**src/rtl/axi_bram_log_reader_pkg.sv**
```systemverilog
// -----------------------------------------------------------------------------
// axi_log_pkg
// Shared definitions for the logging-BRAM read-out path:
//   - bit offsets of the fields inside one 96-bit address-event record
//   - number of stream words per record
//   - BRAM capacity (entries) as a function of the serial BRAM count
//   - drain FSM state encoding
// -----------------------------------------------------------------------------
package axi_log_pkg;

    // Record layout, LSB first: {timestamp, address, id/len}
    localparam int ID_LOW              = 0;
    localparam int LEN_LOW             = 16;
    localparam int ADDR_LOW            = 32;
    localparam int TS_LOW              = 64;
    localparam int LOG_WORDS_PER_ENTRY = 3;

    // Each serial BRAM contributes 1024 entries.
    function automatic int log_cap(input int num_ser_brams);
        return 1024 * num_ser_brams;
    endfunction

    typedef enum logic [2:0] {
        IDLE,
        RD,
        WAIT,
        SEND,
        DONE
    } state_e;

endpackage

```
**src/rtl/axi_bram_log_reader_if.sv**
```systemverilog
// -----------------------------------------------------------------------------
// axi_bram_log_reader_if
// Bundles the control, BRAM read port and output stream of the log reader.
//   Control : Start_SI, NumEntries_DI, Abort_SI -> Busy_SO, Done_SO
//   BRAM    : BramEn_SO, BramAddr_SO -> BramRdData_DI
//   Stream  : OutValid_SO, OutData_DO, OutLast_SO <- OutReady_SI
// slave  : the reader itself
// master : whoever drives control, models the BRAM and sinks the stream
// -----------------------------------------------------------------------------
interface axi_bram_log_reader_if
    import axi_log_pkg::*;
#(
    parameter int IDX_BITW          = 15,
    parameter int LOGGING_DATA_BITW = 96,
    parameter int OUT_DATA_BITW     = 32
);

    logic                         Start_SI;
    logic [IDX_BITW-1:0]          NumEntries_DI;
    logic                         Abort_SI;
    logic                         Busy_SO;
    logic                         Done_SO;
    logic                         BramEn_SO;
    logic [IDX_BITW:0]            BramAddr_SO;
    logic [LOGGING_DATA_BITW-1:0] BramRdData_DI;
    logic                         OutValid_SO;
    logic                         OutReady_SI;
    logic [OUT_DATA_BITW-1:0]     OutData_DO;
    logic                         OutLast_SO;

    modport slave (
        input  Start_SI, NumEntries_DI, Abort_SI, BramRdData_DI, OutReady_SI,
        output Busy_SO, Done_SO, BramEn_SO, BramAddr_SO,
               OutValid_SO, OutData_DO, OutLast_SO
    );

    modport master (
        output Start_SI, NumEntries_DI, Abort_SI, BramRdData_DI, OutReady_SI,
        input  Busy_SO, Done_SO, BramEn_SO, BramAddr_SO,
               OutValid_SO, OutData_DO, OutLast_SO
    );

endinterface

```
**src/rtl/axi_bram_log_reader_serializer.sv**
```systemverilog
// -----------------------------------------------------------------------------
// log_entry_serializer
// Holds one captured log record and emits it as three stream words
// (id/len, address, timestamp) on a valid/ready interface.
//   clk_i, rst_i    : clock, asynchronous active-high reset
//   capture_i       : load rd_data_i into the entry register, restart at word 0
//   rd_data_i       : record read from the BRAM
//   send_i          : parent FSM is in its send state (drives valid)
//   last_entry_i    : the held record is the final one of the drain
//   ready_i         : downstream ready
//   valid_o/data_o/last_o : stream outputs
//   entry_done_o    : final word of the held record transfers this cycle
// -----------------------------------------------------------------------------
module log_entry_serializer
    import axi_log_pkg::*;
#(
    parameter int LOGGING_DATA_BITW = 96,
    parameter int OUT_DATA_BITW     = 32
) (
    input  logic                         clk_i,
    input  logic                         rst_i,
    input  logic                         capture_i,
    input  logic [LOGGING_DATA_BITW-1:0] rd_data_i,
    input  logic                         send_i,
    input  logic                         last_entry_i,
    input  logic                         ready_i,
    output logic                         valid_o,
    output logic [OUT_DATA_BITW-1:0]     data_o,
    output logic                         last_o,
    output logic                         entry_done_o
);

    logic [LOGGING_DATA_BITW-1:0] entry_q, entry_d;
    logic [1:0]                   word_q, word_d;
    logic                         hs;
    logic                         last_word;

    assign hs        = send_i & ready_i;
    assign last_word = (word_q == 2'(LOG_WORDS_PER_ENTRY - 1));

    always_comb begin
        entry_d = entry_q;
        word_d  = word_q;
        if (capture_i) begin
            entry_d = rd_data_i;
            word_d  = 2'd0;
        end else if (hs) begin
            word_d = last_word ? 2'd0 : word_q + 2'd1;
        end
    end

    always_ff @(posedge clk_i or posedge rst_i) begin
        if (rst_i) begin
            entry_q <= '0;
            word_q  <= 2'd0;
        end else begin
            entry_q <= entry_d;
            word_q  <= word_d;
        end
    end

    // Data, valid and last come only from registers and the parent state,
    // so they hold steady while the sink stalls.
    always_comb begin
        data_o = '0;
        if (send_i) begin
            case (word_q)
                2'd0:    data_o = entry_q[ID_LOW   +: OUT_DATA_BITW];
                2'd1:    data_o = entry_q[ADDR_LOW +: OUT_DATA_BITW];
                2'd2:    data_o = entry_q[TS_LOW   +: OUT_DATA_BITW];
                default: data_o = '0;
            endcase
        end
    end

    assign valid_o      = send_i;
    assign last_o       = send_i & last_word & last_entry_i;
    assign entry_done_o = hs & last_word;

endmodule

```
**src/rtl/axi_bram_log_reader.sv**
```systemverilog
// -----------------------------------------------------------------------------
// axi_bram_log_reader
// Drains entries 0..N-1 of the logging BRAM (N clamped to capacity), reading
// one 96-bit record at a time and streaming it as three 32-bit words.
//   Clk_CI  : clock
//   Rst_RI  : asynchronous active-high reset
//   bus_io  : control (Start/NumEntries/Abort/Busy/Done), BRAM read port
//             (BramEn/BramAddr/BramRdData) and output stream
//             (OutValid/OutReady/OutData/OutLast)
// -----------------------------------------------------------------------------
module axi_bram_log_reader
    import axi_log_pkg::*;
#(
    parameter int LOGGING_DATA_BITW = 96,
    parameter int OUT_DATA_BITW     = 32,
    parameter int NUM_SER_BRAMS     = 12,
    parameter int BRAM_RD_LAT       = 1,
    parameter int IDX_BITW          = $clog2(1024 * NUM_SER_BRAMS) + 1
) (
    input  logic                  Clk_CI,
    input  logic                  Rst_RI,
    axi_bram_log_reader_if.slave  bus_io
);

    localparam int                 CAP   = log_cap(NUM_SER_BRAMS);
    localparam logic [IDX_BITW-1:0] CAP_L = IDX_BITW'(CAP);

    state_e              state_q, state_d;
    logic [IDX_BITW-1:0] idx_q, idx_d;
    logic [IDX_BITW-1:0] ncl_q, ncl_d;
    logic                wait_q, wait_d;
    logic                capture;
    logic                entry_done;
    logic                last_entry;
    logic [IDX_BITW-1:0] idx_inc;
    logic [IDX_BITW-1:0] num_clamped;

    assign idx_inc     = idx_q + IDX_BITW'(1);
    assign num_clamped = (bus_io.NumEntries_DI > CAP_L) ? CAP_L : bus_io.NumEntries_DI;
    // idx == Ncl-1, written without the subtraction
    assign last_entry  = (idx_inc == ncl_q);

    always_ff @(posedge Clk_CI or posedge Rst_RI) begin
        if (Rst_RI) begin
            state_q <= IDLE;
            idx_q   <= '0;
            ncl_q   <= '0;
            wait_q  <= 1'b0;
        end else begin
            state_q <= state_d;
            idx_q   <= idx_d;
            ncl_q   <= ncl_d;
            wait_q  <= wait_d;
        end
    end

    always_comb begin
        state_d = state_q;
        idx_d   = idx_q;
        ncl_d   = ncl_q;
        wait_d  = wait_q;
        capture = 1'b0;

        case (state_q)
            IDLE: begin
                if (bus_io.Start_SI && !bus_io.Abort_SI) begin
                    ncl_d   = num_clamped;
                    idx_d   = '0;
                    state_d = (num_clamped == '0) ? DONE : RD;
                end
            end
            RD: begin
                wait_d  = 1'b0;
                state_d = WAIT;
            end
            WAIT: begin
                // wait_q counts elapsed WAIT cycles; data is valid in the last one
                if (wait_q == 1'(BRAM_RD_LAT - 1)) begin
                    capture = 1'b1;
                    state_d = SEND;
                end else begin
                    wait_d = 1'b1;
                end
            end
            SEND: begin
                if (entry_done) begin
                    idx_d   = idx_inc;
                    state_d = (idx_inc < ncl_q) ? RD : DONE;
                end
            end
            DONE: begin
                state_d = IDLE;
            end
            default: begin
                state_d = IDLE;
            end
        endcase

        // Abort overrides every transition; a same-cycle handshake has
        // already been counted by the serializer.
        if (bus_io.Abort_SI && (state_q != IDLE)) begin
            state_d = IDLE;
            capture = 1'b0;
        end
    end

    assign bus_io.Busy_SO     = (state_q != IDLE);
    assign bus_io.Done_SO     = (state_q == DONE);
    assign bus_io.BramEn_SO   = (state_q == RD);
    // idx never exceeds CAP-1, so its MSB is always zero and can be dropped
    assign bus_io.BramAddr_SO = (state_q == RD) ? {idx_q[IDX_BITW-2:0], 2'b00} : '0;

    log_entry_serializer #(
        .LOGGING_DATA_BITW (LOGGING_DATA_BITW),
        .OUT_DATA_BITW     (OUT_DATA_BITW)
    ) u_ser (
        .clk_i        (Clk_CI),
        .rst_i        (Rst_RI),
        .capture_i    (capture),
        .rd_data_i    (bus_io.BramRdData_DI),
        .send_i       (state_q == SEND),
        .last_entry_i (last_entry),
        .ready_i      (bus_io.OutReady_SI),
        .valid_o      (bus_io.OutValid_SO),
        .data_o       (bus_io.OutData_DO),
        .last_o       (bus_io.OutLast_SO),
        .entry_done_o (entry_done)
    );

endmodule
```
**src/flat_wrapper.sv**
```systemverilog
// flat-port wrapper written by rule: the top's interface ports become plain ports
module axi_bram_log_reader_flat import axi_log_pkg::*;
#(
    parameter int LOGGING_DATA_BITW = 96,
    parameter int OUT_DATA_BITW     = 32,
    parameter int NUM_SER_BRAMS     = 12,
    parameter int BRAM_RD_LAT       = 1,
    parameter int IDX_BITW          = $clog2(1024 * NUM_SER_BRAMS) + 1
)
  (Clk_CI, Rst_RI, bus_io_Start_SI, bus_io_NumEntries_DI, bus_io_Abort_SI, bus_io_BramRdData_DI, bus_io_OutReady_SI, bus_io_Busy_SO, bus_io_Done_SO, bus_io_BramEn_SO, bus_io_BramAddr_SO, bus_io_OutValid_SO, bus_io_OutData_DO, bus_io_OutLast_SO);
  axi_bram_log_reader_if #(.IDX_BITW(IDX_BITW), .LOGGING_DATA_BITW(LOGGING_DATA_BITW), .OUT_DATA_BITW(OUT_DATA_BITW)) bus_io_i ();
  input  logic Clk_CI;
  input  logic Rst_RI;
  input wire logic [$bits(bus_io_i.Start_SI)-1:0] bus_io_Start_SI;
  input wire logic [$bits(bus_io_i.NumEntries_DI)-1:0] bus_io_NumEntries_DI;
  input wire logic [$bits(bus_io_i.Abort_SI)-1:0] bus_io_Abort_SI;
  input wire logic [$bits(bus_io_i.BramRdData_DI)-1:0] bus_io_BramRdData_DI;
  input wire logic [$bits(bus_io_i.OutReady_SI)-1:0] bus_io_OutReady_SI;
  output wire logic [$bits(bus_io_i.Busy_SO)-1:0] bus_io_Busy_SO;
  output wire logic [$bits(bus_io_i.Done_SO)-1:0] bus_io_Done_SO;
  output wire logic [$bits(bus_io_i.BramEn_SO)-1:0] bus_io_BramEn_SO;
  output wire logic [$bits(bus_io_i.BramAddr_SO)-1:0] bus_io_BramAddr_SO;
  output wire logic [$bits(bus_io_i.OutValid_SO)-1:0] bus_io_OutValid_SO;
  output wire logic [$bits(bus_io_i.OutData_DO)-1:0] bus_io_OutData_DO;
  output wire logic [$bits(bus_io_i.OutLast_SO)-1:0] bus_io_OutLast_SO;
  assign bus_io_i.Start_SI = bus_io_Start_SI;
  assign bus_io_i.NumEntries_DI = bus_io_NumEntries_DI;
  assign bus_io_i.Abort_SI = bus_io_Abort_SI;
  assign bus_io_i.BramRdData_DI = bus_io_BramRdData_DI;
  assign bus_io_i.OutReady_SI = bus_io_OutReady_SI;
  assign bus_io_Busy_SO = bus_io_i.Busy_SO;
  assign bus_io_Done_SO = bus_io_i.Done_SO;
  assign bus_io_BramEn_SO = bus_io_i.BramEn_SO;
  assign bus_io_BramAddr_SO = bus_io_i.BramAddr_SO;
  assign bus_io_OutValid_SO = bus_io_i.OutValid_SO;
  assign bus_io_OutData_DO = bus_io_i.OutData_DO;
  assign bus_io_OutLast_SO = bus_io_i.OutLast_SO;
  axi_bram_log_reader #(.LOGGING_DATA_BITW(LOGGING_DATA_BITW), .OUT_DATA_BITW(OUT_DATA_BITW), .NUM_SER_BRAMS(NUM_SER_BRAMS), .BRAM_RD_LAT(BRAM_RD_LAT), .IDX_BITW(IDX_BITW)) u_core (.Clk_CI(Clk_CI), .Rst_RI(Rst_RI), .bus_io(bus_io_i));
endmodule
```
**config.mk**
```make
export PLATFORM = sky130hd
export DESIGN_NAME = axi_bram_log_reader_flat
export DESIGN_NICKNAME = d
export VERILOG_FILES = /design/src/rtl/axi_bram_log_reader_pkg.sv /design/src/rtl/axi_bram_log_reader_if.sv /design/src/rtl/axi_bram_log_reader_serializer.sv /design/src/rtl/axi_bram_log_reader.sv /design/src/flat_wrapper.sv
export SDC_FILE = /design/constraint.sdc
export NUM_CORES = 1
export LEC_CHECK = 0
export ABC_CLOCK_PERIOD_IN_PS = 4000
export BUFFER_PORTS_ARGS = -buffer_cell sky130_fd_sc_hd__buf_2
export CORE_MARGIN = 2
export CORE_UTILIZATION = 40
export DETAILED_ROUTE_END_ITERATION = 8
export PLACE_DENSITY = 0.65
export SYNTH_ARGS = -nofsm -noshare
export SYNTH_HDL_FRONTEND = slang
export SYNTH_SLANG_ARGS = --single-unit
```
**constraint.sdc**
```tcl
create_clock -name Clk_CI -period 4 [get_ports Clk_CI]
set_clock_uncertainty 0.1 [all_clocks]
set_input_delay 0.6 -clock Clk_CI [delete_from_list [all_inputs] [get_ports Clk_CI]]
set_output_delay 0.6 -clock Clk_CI [all_outputs]
set_load 0.05 [all_outputs]
```
==> results of run 1 <==
## state kept, by name (all words and copies together) (netlist names)
signal / flops
u_core.u_ser.entry_q: 96
u_core.wait_q: 1
u_core.ncl_q: 15
u_core.u_ser.word_q: 2
u_core.state_q: 3
u_core.idx_q: 15
## metrics by stage
step	std cells	setup WS (ns)	total power, mW
floorplan	609	0.115	3.80
global placement	967	0.503	4.19
detailed placement	967	0.386	4.24
CTS	998	0.0412	5.80
global route	1003	0.00279	6.12
finish	1003	0.251	5.73
## timing repair
item,4_1_cts,5_1_grt
resized for setup,3,7
setup buffers,0,5
gates cloned,0,0
setup endpoints to repair,1,1
## worst reg2reg max path, stage by stage (launching register included)
cell	delay (ns)
dfrtp_1	0.44
ha_1	0.26
inv_1	0.10
nor2_4	0.11
and3_1	0.22
nand3_1	0.14
xnor2_1	0.15
ha_1	0.30
and4_1	0.21
a221oi_1	0.43
nand2b_1	0.18
a221oi_2	0.05
## routing by layer
layer,vias up,part of all wire,track usage
met5,-,0.00081,0
met4,2,0.0053,0.0443
met3,12,0.063,0.0689
met2,134,0.49,0.306
met1,2455,0.44,0.232
li1,2445,-,-
## power by group through the flow
stage	logic [mW]	clock network, mW	registers [mW]
floorplan	1.68	0	2.12
global placement	1.94	0	2.24
detailed placement	1.98	0	2.26
CTS	1.99	1.56	2.25
global route	2.18	1.62	2.31
finish	1.97	1.52	2.24
## final timing paths
kind | from | endpoint | slack [ns]
worst max-delay path | u_core.idx_q[0]$_DFFE_PP0P_ | bus_io_OutLast_SO | 0.25
worst min-delay path | Rst_RI | u_core.u_ser.entry_q[91]$_DFFE_PP0P_ | 0.23
worst max register to register | u_core.idx_q[0]$_DFFE_PP0P_ | u_core.state_q[2]$_DFFE_PP0P_ | 1.16
worst min register to register | u_core.ncl_q[5]$_DFFE_PP0P_ | u_core.ncl_q[5]$_DFFE_PP0P_ | 0.38
max in group asynchronous | Rst_RI | u_core.u_ser.entry_q[46]$_DFFE_PP0P_ | 2.67
min in group Clk_CI | bus_io_Start_SI | u_core.ncl_q[14]$_DFFE_PP0P_ | 0.30
## synthesized netlist by cell type, types with 2 or more instances
cell      number  share of area
a22o_1        14          0.018
ha_1          16          0.030
and4_1         3         0.0039
nand2_1       20          0.011
nor2_1        76          0.043
nand3_1        9         0.0067
inv_1         19          0.011
clkbuf_1      10         0.0056
o21ai_0       19          0.014
mux2i_1       32          0.048
or3_1          3         0.0028
buf_2         18          0.013
nand4_1        6         0.0056
nor4_1         2         0.0019
a21oi_1       49          0.037
o31ai_1        9          0.010
nor2b_1        3         0.0028
nor3_1         7         0.0052
buf_6          4         0.0067
buf_4          6         0.0067
xor2_1         5         0.0065
a31oi_1        4         0.0037
and2_1        18          0.017
nor3b_1        2         0.0022
dfrtp_1      132           0.49
mux2_2        96           0.16
xnor2_1        9          0.012
## kinds of logic (layout without fill, tap and decap cells)
family	after synthesis	count (layout)
AND/OR/NAND/NOR	157	157
flip-flops	132	132
multiplexers	128	128
AO/OA/AOI/OAI	101	101
buffers and inverters	59	233
adder cells (fa/ha/maj)	16	16
XOR/XNOR	14	14
other	1	2
## cell type report
cell class	instances	area share
Sequential cell	132	0.397
Multi-Input combinational cell	418	0.375
Timing Repair Buffer	182	0.118
Clock buffer	19	0.0543
Tap cell	220	0.0330
Clock inverter	12	0.0143
Inverter	20	0.00945
==> reports/results.ini, run 1 <==
[run_status]
status=completed

[global_route]
grt_max_degree=66
grt_pass1_vias=5112
grt-ovfl-total=0
grt_pass1_wl_mm=25.9
antenna_found_initial=1
grt_use_total=0.185

[worst_setup_path]
cp_cell_sequence=ha_1 > inv_1 > nor2_4 > and3_1 > nand3_1 > xnor2_1 > ha_1 > nand4_1 > nor3_2 > nand2_1 > nor3_4 > buf_6
path_delay_family=simple AND/OR/NAND/NOR gates
cpMostUsedCell=ha_1
required_ns=3.30
cp_max_fo=7
reg2reg_depth=11
path_class=flip-flop to output port
cp.depth=12
cp-start-kind=flip-flop
cp.arrival_ns=3.05
critPathBufInv=2
cp_slowest_cell=dfrtp_1
max_stage_delay_ns=0.44
crit_path_end_kind=output port

[cells_and_area]
num-fill-cells=1533
layout_common_cells=buf_2, dfrtp_1, mux2_2, nor2_1, a21oi_1
multi_input_comb_area_um2=3120
fin_util=0.507
design_area_um2=8340
final_nets=903
drive_gt1_frac=0.419
syn_to_final_growth_pct=24.6
layout_commonest_cell=buf_2
diodes=0
final-seq-area_um2=3310

[synthesis]
synth.distinct_cells=44
yosys_most_used_dff=dfrtp_1
async_flop_share=1.00
synth_adder_area_share=0.0299
yosys.area_share.simple=0.113
netlist_instances=608
synth-seq-area-share=0.493
syn_area_per_cell_um2=11.0
synthesis.area_um2=6700
synth_mux_area_frac=0.209
synth_edf_count=0
synthXorXnorAreaFrac=0.0183
yosys_warnings=0
synth_compound_area_frac=0.0916
ys_ff_latch=132
synth_top_family_by_area=multiplexers

[floorplanning]
fp.dieW_um=133
dieArea_um2=17800
initial_core_util=0.407
core_um2=16500
rows=47
ioPinCount=169
die_height_um=133

[placed_design]
dpl_cell_area_um2=7700
portBuffers=166
place.gp.congestion=0.806
dp_hpwl_mm=11.0

[clock_network]
clockBufferDepth=2
clk_pin_slew_ns=0.06
cts_tree=done
clock-sinks=132
numCtsBuffers=17
cts_root_buffer=clkbuf_16
cts-hold-fix-buffers=0
insertion_delay_ns=0.41
cts-htree-levels=4

[route]
vias=5048
drtAntennaViolNets=0
viasPerCell=5.03
drc_errors=0
totalWireLength_mm=16.1
avgRoutedWirePerCell_um=16.1
drt_first_pass_iters=4
drt-initial-drc-count=243

[timing]
hold_violations=0
slew_viol_final=0
period_share=0.937
fin_crit_ns=3.75
setup_viol=0
setup_tns_ns=0
rsz0062_at_grt=no
max_freq_mhz=267
maxSlewHeadroom=0.435
timing.hold.ws_ns=0.227
max_slew.worst_pin.slew_ns=0.847

[power_and_ir_drop]
p_sw_mw=1.99
p_int_mw=3.74
combPwrFrac=0.344
p_leak_nw=3.93
power_density_nw_per_um2=687
swShare=0.347
clkPwrFrac=0.265
seqPwrFrac=0.391
vdd_drop_max_mv=0.365

[flow_run]
cap_violations=0

[min_path]
hold_path.class=input port to async pin

Note: power is estimated with default switching activity, not from simulation.
==> run 2, diff against run 1 <==
ABC_CLOCK_PERIOD_IN_PS = 4500   (was 4000)
PLACE_DENSITY = default   (was 0.65)
clock period = 4.5 ns   (was 4 ns; I/O delays follow)
==> run 2 against run 1 <==
  * Die area unchanged
  * Total power down 9.8%
  * Global-route usage up 0.52 points
  * Via count up 0.87%
  * Sequential power down 12%
  * Combinational power down 11%
  * Clock power down 5%
  * Design area down 0.60%
  * Utilization down 0.30 points
==> reports/results.ini, run 2 (same netlist as run 1, synthesis figures left out) <==
[timing]
setup_tns_ns=0  ; unchanged
max_freq_mhz=236
setup_viol=0  ; unchanged
fin_crit_ns=4.23
max_slew.worst_pin.slew_ns=1.02  ; was 0.847 ns
maxSlewHeadroom=0.318  ; was 0.435
hold_violations=0  ; unchanged
slew_viol_final=0  ; unchanged
period_share=0.940
worst_slack_ns=0.269  ; was 0.251 ns
rsz0062_at_grt=no  ; unchanged

[flow_run]
cap_violations=0  ; unchanged

[cells_and_area]
num-fill-cells=1541  ; was 1533
final-seq-area_um2=3300  ; was 3310 um^2
final_nets=895  ; was 903
largest-register=u_core.u_ser.entry_q  ; unchanged
syn_to_final_growth_pct=23.8  ; was 24.6%
largest_reg_flops=96  ; unchanged
multi_input_comb_area_um2=3100  ; was 3120 um^2
layout_common_cells=buf_2, dfrtp_1, mux2_2, nor2_1, a21oi_1  ; unchanged
drive_gt1_frac=0.403  ; was 0.419
final_cells=1000  ; was 1003
fin_util=0.503  ; was 0.507
top_regs=u_core.u_ser.entry_q (96), u_core.idx_q (15), u_core.ncl_q (15)  ; unchanged
layout_commonest_cell=buf_2  ; unchanged

[clock_network]
post-cts-setup-buffers=0  ; unchanged
cts_tree=done  ; unchanged
insertion_delay_ns=0.41  ; about the same
clk_pin_slew_ns=0.06  ; about the same
numCtsBuffers=17  ; unchanged
cts-htree-levels=4  ; unchanged
cts-hold-fix-buffers=0  ; unchanged
clock-sinks=132  ; unchanged
clockBufferDepth=2  ; unchanged
cts-resized-gates=0  ; was 3
cts_root_buffer=clkbuf_16  ; unchanged

[floorplanning]
die_height_um=133  ; unchanged
rows=47  ; unchanged
core_um2=16500  ; unchanged
fp.dieW_um=133  ; unchanged
initial_core_util=0.407  ; unchanged
ioPinCount=169  ; unchanged
dieArea_um2=17800  ; unchanged

[worst_setup_path]
max_stage_delay_ns=0.46  ; was 0.44 ns
path_class=flip-flop to output port  ; unchanged
cp.arrival_ns=3.46  ; was 3.05 ns
crit_path_end_kind=output port  ; unchanged
cp_max_fo=10  ; was 7
required_ns=3.72  ; was 3.30 ns
r2r_setup_slack_ns=1.40  ; was 1.16 ns
worstReg2RegStart=u_core.idx_q[0]$_DFFE_PP0P_  ; unchanged
cp-start-kind=flip-flop  ; unchanged
cp_cell_sequence=ha_1 > inv_1 > nor2_4 > and3_1 > nand3_1 > xnor2_1 > ha_1 > nand4_1 > nor3_1 > nand2_1 > nor3_1 > buf_2  ; was ha_1 > inv_1 > nor2_4 > and3_1 > nand3_1 > xnor2_1 > ha_1 > nand4_1 > nor3_2 > nand2_1 > nor3_4 > buf_6
r2r-end=u_core.state_q[2]$_DFFE_PP0P_  ; unchanged
reg2reg_depth=12  ; was 11
cp_slowest_cell=dfrtp_1  ; unchanged

[route]
avgRoutedWirePerCell_um=16.3  ; was 16.1 um
drc_errors=0  ; unchanged
drt-initial-drc-count=282  ; was 243
totalWireLength_mm=16.3  ; was 16.1 mm
drt_first_pass_iters=4  ; unchanged
vias=5092  ; was 5048
viasPerCell=5.09  ; was 5.03
drtAntennaViolNets=0  ; unchanged

[power_and_ir_drop]
swShare=0.338  ; was 0.347
vdd_drop_max_mv=0.395  ; was 0.365 mV
p_sw_mw=1.75  ; was 1.99 mW
combPwrFrac=0.339  ; was 0.344
p_leak_nw=3.91  ; was 3.93 nW
p_int_mw=3.42  ; was 3.74 mW
power_density_nw_per_um2=624  ; was 687 nW/um^2
seqPwrFrac=0.381  ; was 0.391
clkPwrFrac=0.279  ; was 0.265

[global_route]
grt_max_degree=80  ; was 66
grt_pass1_vias=5389  ; was 5112
grt_use_total=0.190  ; was 0.185
grt-ovfl-total=0  ; unchanged
antenna_found_initial=4  ; was 1
grt_pass1_wl_mm=26.9  ; was 25.9 mm

[run_status]
status=completed  ; unchanged

[min_path]
holdPathEnd=u_core.ncl_q[14]$_DFFE_PP0P_
worstHoldStart=bus_io_Start_SI
hold_path.class=input port to flip-flop  ; was input port to async pin
hold_depth=2

[placed_design]
dpl.cell_count=964  ; was 967
dp_hpwl_mm=11.2  ; was 11.0 mm
place.gp.congestion=0.804  ; was 0.806
portBuffers=166  ; unchanged
post-place-ws_ns=0.762  ; was 0.386 ns

==> run 2: final cells by class <==
| cell class | instances | area share |
|---|---|---|
| antenna | 4 | 0.00121 |
| clock buffer | 19 | 0.0534 |
| clock inverter | 13 | 0.0208 |
| inverter | 20 | 0.00936 |
| multi-input combinational | 418 | 0.374 |
| sequential | 132 | 0.399 |
| tap | 220 | 0.0332 |
| timing repair buffer | 174 | 0.109 |
==> run 2: how the worst max path moves through the flow <==
| stage | start | to | slack (ns) | cells past startpoint |
|---|---|---|---|---|
| after floorplan | Rst_RI | u_core.idx_q[0]$_DFFE_PP0P_ | 0.20 | 1 |
| after global placement | u_core.idx_q[0]$_DFFE_PP0P_ | bus_io_OutLast_SO | 0.80 | 12 |
| after detailed placement | u_core.idx_q[0]$_DFFE_PP0P_ | bus_io_OutLast_SO | 0.76 | 12 |
| after CTS | u_core.idx_q[0]$_DFFE_PP0P_ | bus_io_OutLast_SO | 0.27 | 12 |
| after global routing | u_core.idx_q[0]$_DFFE_PP0P_ | bus_io_OutLast_SO | 0.04 | 12 |
| final | u_core.idx_q[0]$_DFFE_PP0P_ | bus_io_OutLast_SO | 0.27 | 12 |
==> run 2: power by group through the flow <==
stage | logic [mW] | registers (mW) | clock network (mW)
floorplan | 1.49 | 1.89 | 0
detailed placement | 1.77 | 1.99 | 0
CTS | 1.78 | 1.97 | 1.48
global placement | 1.74 | 1.96 | 0
finish | 1.75 | 1.97 | 1.44
global route | 1.95 | 2.04 | 1.53
==> run 2: layer usage <==
layer  global-route usage  vias up  share of wire
li1                     -     2448              -
met1                0.235     2483           0.44
met2                0.312      142           0.48
met3               0.0712       19          0.070
met4               0.0591        0          0.016
met5                    0        -              0
==> run 2: critical path: cells and delay by family (launching register included) <==
family / cells / cell delay (ns)
xor gates and xnor gates: 1 / 0.16
and+or+nand+nor: 7 / 1.44
adders and majority gates: 2 / 0.58
buffers and inverters: 2 / 0.41
DFF: 1 / 0.46
==> run 2: metrics by stage <==
stage               instance area [um^2]  hold slack [ns]  power [mW]
finish                              8290            0.383        5.17
global route                        8290            0.369        5.53
CTS                                 8280            0.363        5.24
detailed placement                  7660            0.393        3.76
global placement                    7660            0.383        3.70
floorplan                           6700            0.349        3.38
